<file path="config.mk">
export PLATFORM = sky130hd
export DESIGN_NAME = sound_arbiter
export DESIGN_NICKNAME = d
export VERILOG_FILES = /design/src/rtl/sound_arbiter.sv
export SDC_FILE = /design/constraint.sdc
export NUM_CORES = 1
export LEC_CHECK = 0
export CAP_MARGIN = 40
export CORE_AREA = 2 2 66 68
export CTS_BUF_LIST = sky130_fd_sc_hd__clkbuf_16
export DETAILED_ROUTE_END_ITERATION = 16
export DIE_AREA = 0 0 68 70
export PLACE_DENSITY_LB_ADDON = 0.08
export SETUP_SLACK_MARGIN = 0.2
export SYNTH_ARGS = -nofsm -noshare
export SYNTH_HDL_FRONTEND = slang
export SYNTH_SLANG_ARGS = --single-unit
</file>
<file path="constraint.sdc">
create_clock -name clk -period 3.7 [get_ports clk]
set_clock_uncertainty 0.1 [all_clocks]
set_input_delay 0.37 -clock clk [delete_from_list [all_inputs] [get_ports clk]]
set_output_delay 0.37 -clock clk [all_outputs]
set_load 0.02 [all_outputs]
</file>
<file path="src/rtl/sound_arbiter.sv">
// -----------------------------------------------------------------------------
// sound_arbiter
//
// Arbitrates one-cycle sound requests from game-control logic onto a single
// speaker pin. At most one effect owns the output at a time; priority is
// game-over > score > jump. A granted request produces a one-cycle start pulse
// to the matching player and makes that player's square wave the source for
// the speaker for a fixed number of cycles. The selected wave is gated by a
// free-running 3-bit PWM counter for volume control, and by mute.
//
// Ports:
//   clk         system clock
//   rst_n       synchronous active-low reset
//   jump_req    one-cycle jump sound request
//   score_req   one-cycle score sound request
//   over_req    one-cycle game-over sound request
//   jump_wave   square wave from jump player
//   score_wave  square wave from score player
//   over_wave   square wave from game-over player
//   volume      3-bit volume, 0 = 1/8 duty ... 7 = full
//   mute        forces audio_out low while high
//   jump_go     one-cycle start pulse to jump player
//   score_go    one-cycle start pulse to score player
//   over_go     one-cycle start pulse to game-over player
//   audio_out   registered speaker drive
//   busy        high while any effect is granted
//   active_src  00 idle, 01 jump, 10 score, 11 over
// -----------------------------------------------------------------------------
module sound_arbiter #(
    parameter int JUMP_LEN  = 5000000,
    parameter int SCORE_LEN = 7500000,
    parameter int OVER_LEN  = 6500000,
    parameter int TMR_W     = 25
) (
    input  logic       clk,
    input  logic       rst_n,
    input  logic       jump_req,
    input  logic       score_req,
    input  logic       over_req,
    input  logic       jump_wave,
    input  logic       score_wave,
    input  logic       over_wave,
    input  logic [2:0] volume,
    input  logic       mute,
    output logic       jump_go,
    output logic       score_go,
    output logic       over_go,
    output logic       audio_out,
    output logic       busy,
    output logic [1:0] active_src
);

    // The encoding doubles as the priority rank (IDLE lowest, OVER highest)
    // and as the active_src output code.
    typedef enum logic [1:0] {
        IDLE       = 2'b00,
        PLAY_JUMP  = 2'b01,
        PLAY_SCORE = 2'b10,
        PLAY_OVER  = 2'b11
    } state_t;

    state_t            state_q, state_d;
    state_t            winner;
    logic              grant;
    logic [TMR_W-1:0]  timer_q, timer_d;
    logic [TMR_W-1:0]  load_len;
    logic [2:0]        pwm_q, pwm_d;
    logic              audio_q, audio_d;
    logic              jump_go_q, jump_go_d;
    logic              score_go_q, score_go_d;
    logic              over_go_q, over_go_d;
    logic              sel_wave;
    logic              gate;

    always_comb begin
        // Highest-priority request this cycle.
        winner = IDLE;
        if (over_req) begin
            winner = PLAY_OVER;
        end else if (score_req) begin
            winner = PLAY_SCORE;
        end else if (jump_req) begin
            winner = PLAY_JUMP;
        end

        // Equal rank is allowed so a same-source request retriggers the effect;
        // lower-ranked requests are simply dropped.
        grant = (winner != IDLE) && (winner >= state_q);

        // Timer holds (cycles remaining - 1), so a load of LEN-1 gives the
        // effect exactly LEN cycles including the go cycle.
        case (winner)
            PLAY_JUMP:  load_len = TMR_W'(JUMP_LEN - 1);
            PLAY_SCORE: load_len = TMR_W'(SCORE_LEN - 1);
            PLAY_OVER:  load_len = TMR_W'(OVER_LEN - 1);
            default:    load_len = '0;
        endcase

        state_d = state_q;
        timer_d = timer_q;
        if (grant) begin
            state_d = winner;
            timer_d = load_len;
        end else if (state_q != IDLE) begin
            if (timer_q == '0) begin
                state_d = IDLE;
            end else begin
                timer_d = timer_q - 1'b1;
            end
        end

        jump_go_d  = grant && (winner == PLAY_JUMP);
        score_go_d = grant && (winner == PLAY_SCORE);
        over_go_d  = grant && (winner == PLAY_OVER);

        // Only the owning player's wave is looked at, so an unknown level on
        // any other wave input cannot reach the speaker.
        case (state_q)
            PLAY_JUMP:  sel_wave = jump_wave;
            PLAY_SCORE: sel_wave = score_wave;
            PLAY_OVER:  sel_wave = over_wave;
            default:    sel_wave = 1'b0;
        endcase

        gate    = (pwm_q <= volume);
        audio_d = sel_wave & gate & ~mute;
        pwm_d   = pwm_q + 3'd1;
    end

    always_ff @(posedge clk) begin
        if (!rst_n) begin
            state_q    <= IDLE;
            timer_q    <= '0;
            pwm_q      <= '0;
            audio_q    <= 1'b0;
            jump_go_q  <= 1'b0;
            score_go_q <= 1'b0;
            over_go_q  <= 1'b0;
        end else begin
            state_q    <= state_d;
            timer_q    <= timer_d;
            pwm_q      <= pwm_d;
            audio_q    <= audio_d;
            jump_go_q  <= jump_go_d;
            score_go_q <= score_go_d;
            over_go_q  <= over_go_d;
        end
    end

    assign jump_go    = jump_go_q;
    assign score_go   = score_go_q;
    assign over_go    = over_go_q;
    assign audio_out  = audio_q;
    assign busy       = (state_q != IDLE);
    assign active_src = state_q;

endmodule

</file>
# [After elaboration in Yosys (flattened, before gate mapping)]
# Cells that the tools add are included.
[op_classes] n_mux=11 eq_ne=7 n_lt_le_gt_ge=2 n_reduce_logical=11 n_bitwise=3 add_sub_neg=2
[ops] cell="25-bit two-way mux" n=3
[ops] cell="23-bit case mux with 3 select lines" n=1
[ops] cell="25-bit zero test" n=1
[ops] cell="25-bit by 1-bit subtractor with 25-bit output (second input constant)" n=1
[ops] cell="2-bit two-way mux" n=5
[ops] cell="2-bit equality test (second input constant)" n=4
[ops] cell="2-bit nonzero test" n=4
[ops] cell="2-bit by 1-bit equality test with 1-bit output (second input constant)" n=2
[ops] cell="1-bit logical AND" n=4
[ops] cell="2-bit AND reduction" n=2
[ops] cell="3-bit by 1-bit adder with 3-bit output (second input constant)" n=1
[ops] cell="3-bit <= comparator" n=1
[ops] cell="1-bit case mux with 3 select lines" n=1
[ops] cell="1-bit AND" n=2
[ops] cell="2-bit >= comparator" n=1
[ops] cell="2-bit != test (second input constant)" n=1
[ops] cell="1-bit two-way mux" n=1
[ops] cell="1-bit NOT" n=1
[totals] register_bits=34 input_bits=12 wordCells=43 output_inout_bits=7

# [Logic depth before layout (Yosys ltp)]
# Gate-level depths: netlist of run 1.
[depth] ltp_word=7 depth_mapped=10 mapped_depth_nobuf=9

# [Least setup slack after synthesis of run 1]
# No wires, ideal clock.
[synth_path] kind="input port to flip-flop" startpoint="input score_req" endpoint="register timer_q[13]" path_buffers=2 required_ns=3.463 stages=10 setup_time_ns=0.137 setup_slack_ns=1.457 arrival_ns=2.006 path_cell_list="inv_1 -> a21o_1 -> inv_1 -> ha_1 -> nand2b_1 -> a21oi_1 -> or2_2 -> clkbuf_1 -> clkbuf_1 -> a31oi_1"
[synth_via] elab_chain_len=6 word_cells_on_any_way=13 classes_between="order compare (1); eq/ne (4); mux (4); reduce/logical (4)"
[synth_lines] item="from (decl)" line_no="38" rtl="input logic score_req,"
[synth_lines] item="2-bit two-way mux (*)" line_no="80" rtl="end else if (score_req) begin"
[synth_lines] item="2-bit two-way mux (*)" line_no="78" rtl="if (over_req) begin"
[synth_lines] item="2-bit >= comparator / 2-bit nonzero test (equally long branches)" line_no="88" rtl="grant = (winner != IDLE) && (winner >= state_q);"
[synth_lines] item="1-bit logical AND" line_no="88"
[synth_lines] item="2-bit != test (no source line) / 2-bit nonzero test (equally long branches)"
[synth_lines] item="2-bit AND reduction (no source line)"
[synth_lines] item="to (signal assigned)" line_no="141" rtl="timer_q <= timer_d;"
[synth_lines] item="to (decl)" line_no="65" rtl="logic [TMR_W-1:0] timer_q, timer_d;"
# Every way passes the cells marked *; elsewhere a longest branch is shown, timed or not.
# A chain may end at the register's enable or synchronous reset.

# [Final worst setup path of run 1]
[layout_path] startpoint="input score_req" endpoint="register timer_q[17]"
# The elaborated chain is that of the path after synthesis.

==> results.toml, run 1 <==
[die]
design.die.area_um2 = 4760
initial_core_util_pct = 46.6
fp.dieW_um = 68
die-height_um = 70
ios = 19
core_um2 = 4140
std_cell_rows = 24

[cts]
clk_pin_slew_worst_paths_ns = 0.05
cts_resized = 0
numClockSinks = 34
numCtsBuffers = 5
cts_tree = "built"
hold_buffers = 0
cts_post_setup_buffers_inserted = 0
cts_root_buf = "clkbuf_16"
cts_buffer_depth = 2
htree_levels = 2
clk_latency_ns = 0.28

[route]
vias_per_cell = 5.78
final_antenna_net_count = 0
wire_per_inst_um = 15.7
drt_iter0_markers = 82
num_vias = 1624
firstDrtPassIters = 4
wl_um = 4410
route.detailed.drc = 0

[worst_setup_path]
cpPeakStageDelay_ns = 0.60
startpoint = "score_req"
end_kind = "flip-flop"
r2r_setup_slack_ns = 1.16
path_buf_inv = 3
r2r_end = "timer_q[9]$_SDFFE_PN0P_"
worstSetupStartpointType = "input pin"
crit_family = "compound AO/OA/AOI/OAI gates"
cp.depth = 10
cp.arrival_ns = 2.86
path_cells = "clkdlybuf4s50_1, inv_1, a21o_1, inv_1, ha_1, nand2b_1, a21oi_1, or2_2, o21ai_0, a31oi_1"
worst-path-max-fanout = 30
slowest_stage = "o21ai_0"
r2r-start = "timer_q[0]$_SDFFE_PN0P_"
path_common_cell = "inv_1"
crit_end = "timer_q[17]$_SDFFE_PN0P_"
path_class = "in2reg"
worstPathRequired_ns = 3.73
rr_worst_depth = 7

[placed_design]
numPortBuffers = 18
gp_congestion = 0.830
post-dp-hpwl_um = 3240

[grt]
first_global_vias = 1624
grt_max_degree = 31
grt_pass1_wl_um = 7840
antenna_found_initial = 0
gr-usage-all-layers_pct = 21.6
grt_overflow = 0

[yosys]
synth_top_cell_by_area = "dfxtp_1"
ys_ff_latch = 34
syn_area_um2 = 1930
yosys_warnings = 0
synth.most_common_cell = "dfxtp_1"
synthCells = 212
yosysUniqueCellTypes = 48
synth_enable_flop_cells = 0
yosysTopAreaCellShare_pct = 35.3
synth.net_count = 239
ys.flop_type = "dfxtp_1"
syn_area_per_cell_um2 = 9.10
ys_seq_area_share_pct = 35.3
yosys-top-cells-count = "dfxtp_1 (34), a21oi_1 (21), xor2_1 (16), ha_1 (15), nor2_1 (15)"
synthArstFlopShare_pct = 0
synthTopCellsByArea = "dfxtp_1 (35%), ha_1 (9.7%), xor2_1 (7.3%), a21oi_1 (5.4%), nor4_4 (3.3%)"

[power_and_ir_drop]
power_density_nw_per_um2 = 489
max-vdd-ir-drop_v = 0.000224
leakagePower_uw = 0.000894

[cells_and_area]
drive_above_1_share_pct = 10.5
nets = 255
nFillCells = 367
diodes = 0
area_growth_pct = 17.8

[sta]
slew_violations = 0
whs_ns = 0.358
fmax_mhz = 353
finalSetupTns_ns = 0
period_share_pct = 76.6
hold_viol = 0
setup_violations = 0
worst_slew_pin_slew_ns = 0.626
relSlewSlack_pct = 57.8
period_minus_slack_ns = 2.83
rsz0062_at_grt = "false"

[flow_run]
maxCapViolations = 0

[outcome]
outcome = "completed"

[worst_hold_path]
hp-class = "reg2reg"
[report_power, final]
part / switching [µW] / leakage (µW) / total (µW) / internal, µW
Sequential: 54.0 / 0.000282 / 463 / 409
Combinational: 146 / 0.000540 / 259 / 113
Clock: 148 / 0.0000724 / 391 / 243
Total: 348 / 0.000894 / 1110 / 764
[stage by stage]
step	cell area, µm²	power [µW]	std cells	setup WS [ns]	utilization [%]
floorplan	1930	651	212	1.46	-
global placement	2140	718	273	0.704	51.5
detailed placement	2140	727	273	0.611	51.5
CTS	2270	1120	281	0.882	54.9
global route	2270	1180	281	0.609	54.9
finish	2270	1110	281	0.866	54.9
[kinds of logic after synthesis]
group / share of synthesized area, %
buf+inv: 4.15
mux: 0.584
compound gates: 16.1
xor+xnor: 9.08
fa+ha+maj: 9.73
flops: 35.3
simple gates: 25.1
[worst reg2reg max path, delay by kind of cell, from the launching register on]
kind | cells | cell delay, ns
AOI/OAI and AO/OA | 2 | 0.69
buffers and inverters | 1 | 0.11
and+or+nand+nor | 3 | 1.03
adders and majority gates | 1 | 0.16
DFF | 1 | 0.32
[how the worst min path moves through the flow]
| stage | startpoint | end | depth (start not counted) |
|---|---|---|---|
| floorplan | pwm_q[0]$_SDFF_PN0_ | pwm_q[0]$_SDFF_PN0_ | 1 |
| global placement | pwm_q[0]$_SDFF_PN0_ | pwm_q[0]$_SDFF_PN0_ | 1 |
| detailed placement | pwm_q[0]$_SDFF_PN0_ | pwm_q[0]$_SDFF_PN0_ | 1 |
| CTS | pwm_q[0]$_SDFF_PN0_ | pwm_q[0]$_SDFF_PN0_ | 1 |
| global route | pwm_q[0]$_SDFF_PN0_ | pwm_q[0]$_SDFF_PN0_ | 1 |
| finish | pwm_q[0]$_SDFF_PN0_ | pwm_q[0]$_SDFF_PN0_ | 1 |
[layout make-up]
cell class,count,area [µm²],share of cell area [%]
multi-input cells,158,1170,51.4
flip-flops and latches,34,681,29.9
repair buffers,18,180,7.93
clock buffers,5,125,5.50
well taps,52,65.1,2.86
inverters,11,41.3,1.82
clock inverters,3,12.5,0.550
[layer usage]
metal / vias up / global-route usage, % / wire length (µm) / share of wire [%]
li1: 804 / - / - / -
met1: 777 / 28.8 / 2050 / 47
met2: 36 / 34.3 / 2130 / 48
met3: 7 / 4.67 / 155 / 3.5
met4: 0 / 6.89 / 68 / 1.5
met5: - / 0 / 0 / 0
[cells in the final DEF, fill, tap and decap left out, drive strengths merged, types with 4 or more instances in the layout]
master | synthesis | routed
a21oi | 21 | 21
a31oi | 5 | 5
and3 | 8 | 8
clkbuf | 5 | 5
clkdlybuf4s50 | 0 | 18
dfxtp | 34 | 34
ha | 15 | 15
inv | 11 | 12
nand2 | 6 | 6
nand3 | 5 | 5
nand4 | 10 | 10
nor2 | 15 | 15
nor3 | 5 | 5
nor4 | 5 | 5
o211ai | 6 | 6
o21ai | 9 | 9
or2 | 4 | 4
or4 | 4 | 4
xnor2 | 4 | 4
xor2 | 16 | 16
[sequential cells by signal (all words and copies together) (netlist names)]
signal	cells
pwm_q	3
audio_out	1
timer_q	25
score_go	1
jump_go	1
over_go	1
active_src	2
No activity file was read; power rests on OpenSTA's default activity.
==> run 2: changes to the inputs <==
Clock period 3.7 ns to 2.59 ns, I/O delays scaled along.
==> results.toml, run 2 (same netlist as run 1, synthesis figures left out) <==
[outcome]
outcome = "completed"

[sta]
hold_viol = 0
relSlewSlack_pct = 65.7
whs_ns = 0.355
period_share_pct = 88.3
finalSetupTns_ns = 0
rsz0062_at_grt = "false"
period_minus_slack_ns = 2.29
slew_violations = 0
fmax_mhz = 437
worst_slew_pin_slew_ns = 0.510
setup_slack_ns = 0.303
setup_violations = 0

[cells_and_area]
fin_area_um2 = 2340
finalNonFillerCells = 290
nets = 265
final_common_cell = "dfxtp_1"
area_growth_pct = 21.5
diodes = 0
layout_common_cells = "dfxtp_1 (34), a21oi_1 (21), clkdlybuf4s50_1 (18), xor2_1 (16)"
drive_above_1_share_pct = 13.9
largest_reg_flops = 25
largest-register = "timer_q"

[grt]
first_global_vias = 1643
grt_pass1_wl_um = 7510
gr-usage-all-layers_pct = 20.7
grt_overflow = 0
antenna_found_initial = 0
grt_max_degree = 16

[worst_setup_path]
end_kind = "flip-flop"
worstSetupStartpointType = "input pin"
rr_worst_depth = 8
worstPathRequired_ns = 2.63
r2r_setup_slack_ns = 0.44
path_class = "in2reg"
cp.arrival_ns = 2.32
r2r-start = "timer_q[0]$_SDFFE_PN0P_"
r2r_end = "timer_q[9]$_SDFFE_PN0P_"
worst-path-max-fanout = 10

[cts]
htree_levels = 2
hold_buffers = 0
cts_post_setup_buffers_inserted = 0
numCtsBuffers = 5
cts_resized = 0
clk_pin_slew_worst_paths_ns = 0.05
cts_buffer_depth = 2
cts_tree = "built"
numClockSinks = 34
cts_root_buf = "clkbuf_16"
clk_latency_ns = 0.27

[route]
drt_iter0_markers = 147
firstDrtPassIters = 4
route.detailed.drc = 0
final_antenna_net_count = 0
wl_um = 4270
num_vias = 1637
vias_per_cell = 5.64
wire_per_inst_um = 14.7

[worst_hold_path]
hp-class = "reg2reg"
hold_end = "pwm_q[0]$_SDFF_PN0_"
worstHoldStart = "pwm_q[0]$_SDFF_PN0_"
hold_depth = 1

[placed_design]
post-dp-hpwl_um = 3230
placed_area_um2 = 2210
numPortBuffers = 18
dp_cells = 283
place_ws_ns = 0.00724
gp_congestion = 0.870

[die]
core_um2 = 4140
fp.dieW_um = 68
design.die.area_um2 = 4760
std_cell_rows = 24
die-height_um = 70
initial_core_util_pct = 46.6
ios = 19

[power_and_ir_drop]
max-vdd-ir-drop_v = 0.000343
power_density_nw_per_um2 = 682
leakagePower_uw = 0.000939

[flow_run]
maxCapViolations = 0
run 2: worst max-delay path by stage:
stage | from | endpoint | cells after the start
2_1_floorplan | score_req | timer_q[13]$_SDFFE_PN0P_ | 10
3_3_place_gp | score_req | timer_q[20]$_SDFFE_PN0P_ | 7
3_5_place_dp | score_req | timer_q[20]$_SDFFE_PN0P_ | 7
4_1_cts | score_req | timer_q[20]$_SDFFE_PN0P_ | 7
5_1_grt | timer_q[0]$_SDFFE_PN0P_ | timer_q[8]$_SDFFE_PN0P_ | 8
6_report | score_req | timer_q[20]$_SDFFE_PN0P_ | 7
run 2: layout make-up:
type,instances,area (µm²)
clock buffers,5,125
clock inverters,2,7.51
fillers,388,1800
inverters,11,41.3
multi-input cells,158,1170
flip-flops and latches,34,681
well taps,52,65.1
repair buffers,28,255
run 2: routing by layer:
layer  part of all wire [%]  track usage (%)  vias to the layer above  wire length (µm)
met5                      0                0                        -                 0
met4                    1.7             8.00                        0                72
met3                    4.5             5.80                        7               191
met2                     48             32.9                       43              2060
met1                     46             26.0                      766              1940
li1                       -                -                      821                 -
run 2: where the power goes:
part	leakage [µW]	total [µW]	switching [µW]	internal [µW]
registers	0.000282	655	71.5	584
clock network	0.0000723	552	208	343
logic	0.000585	393	214	179
run 2: critical path: stages:
cell	delay [ns]
clkdlybuf4s50_1	0.41
or2_2	0.38
ha_1	0.31
a21oi_1	0.06
or2_2	0.35
o21ai_0	0.45
a21oi_1	0.10
run 2: through the flow:
step / power, µW / utilization (%)
finish: 1600 / 56.6
global route: 1690 / 56.6
CTS: 1610 / 56.6
detailed placement: 1060 / 53.4
global placement: 1050 / 53.4
floorplan: 930 / -
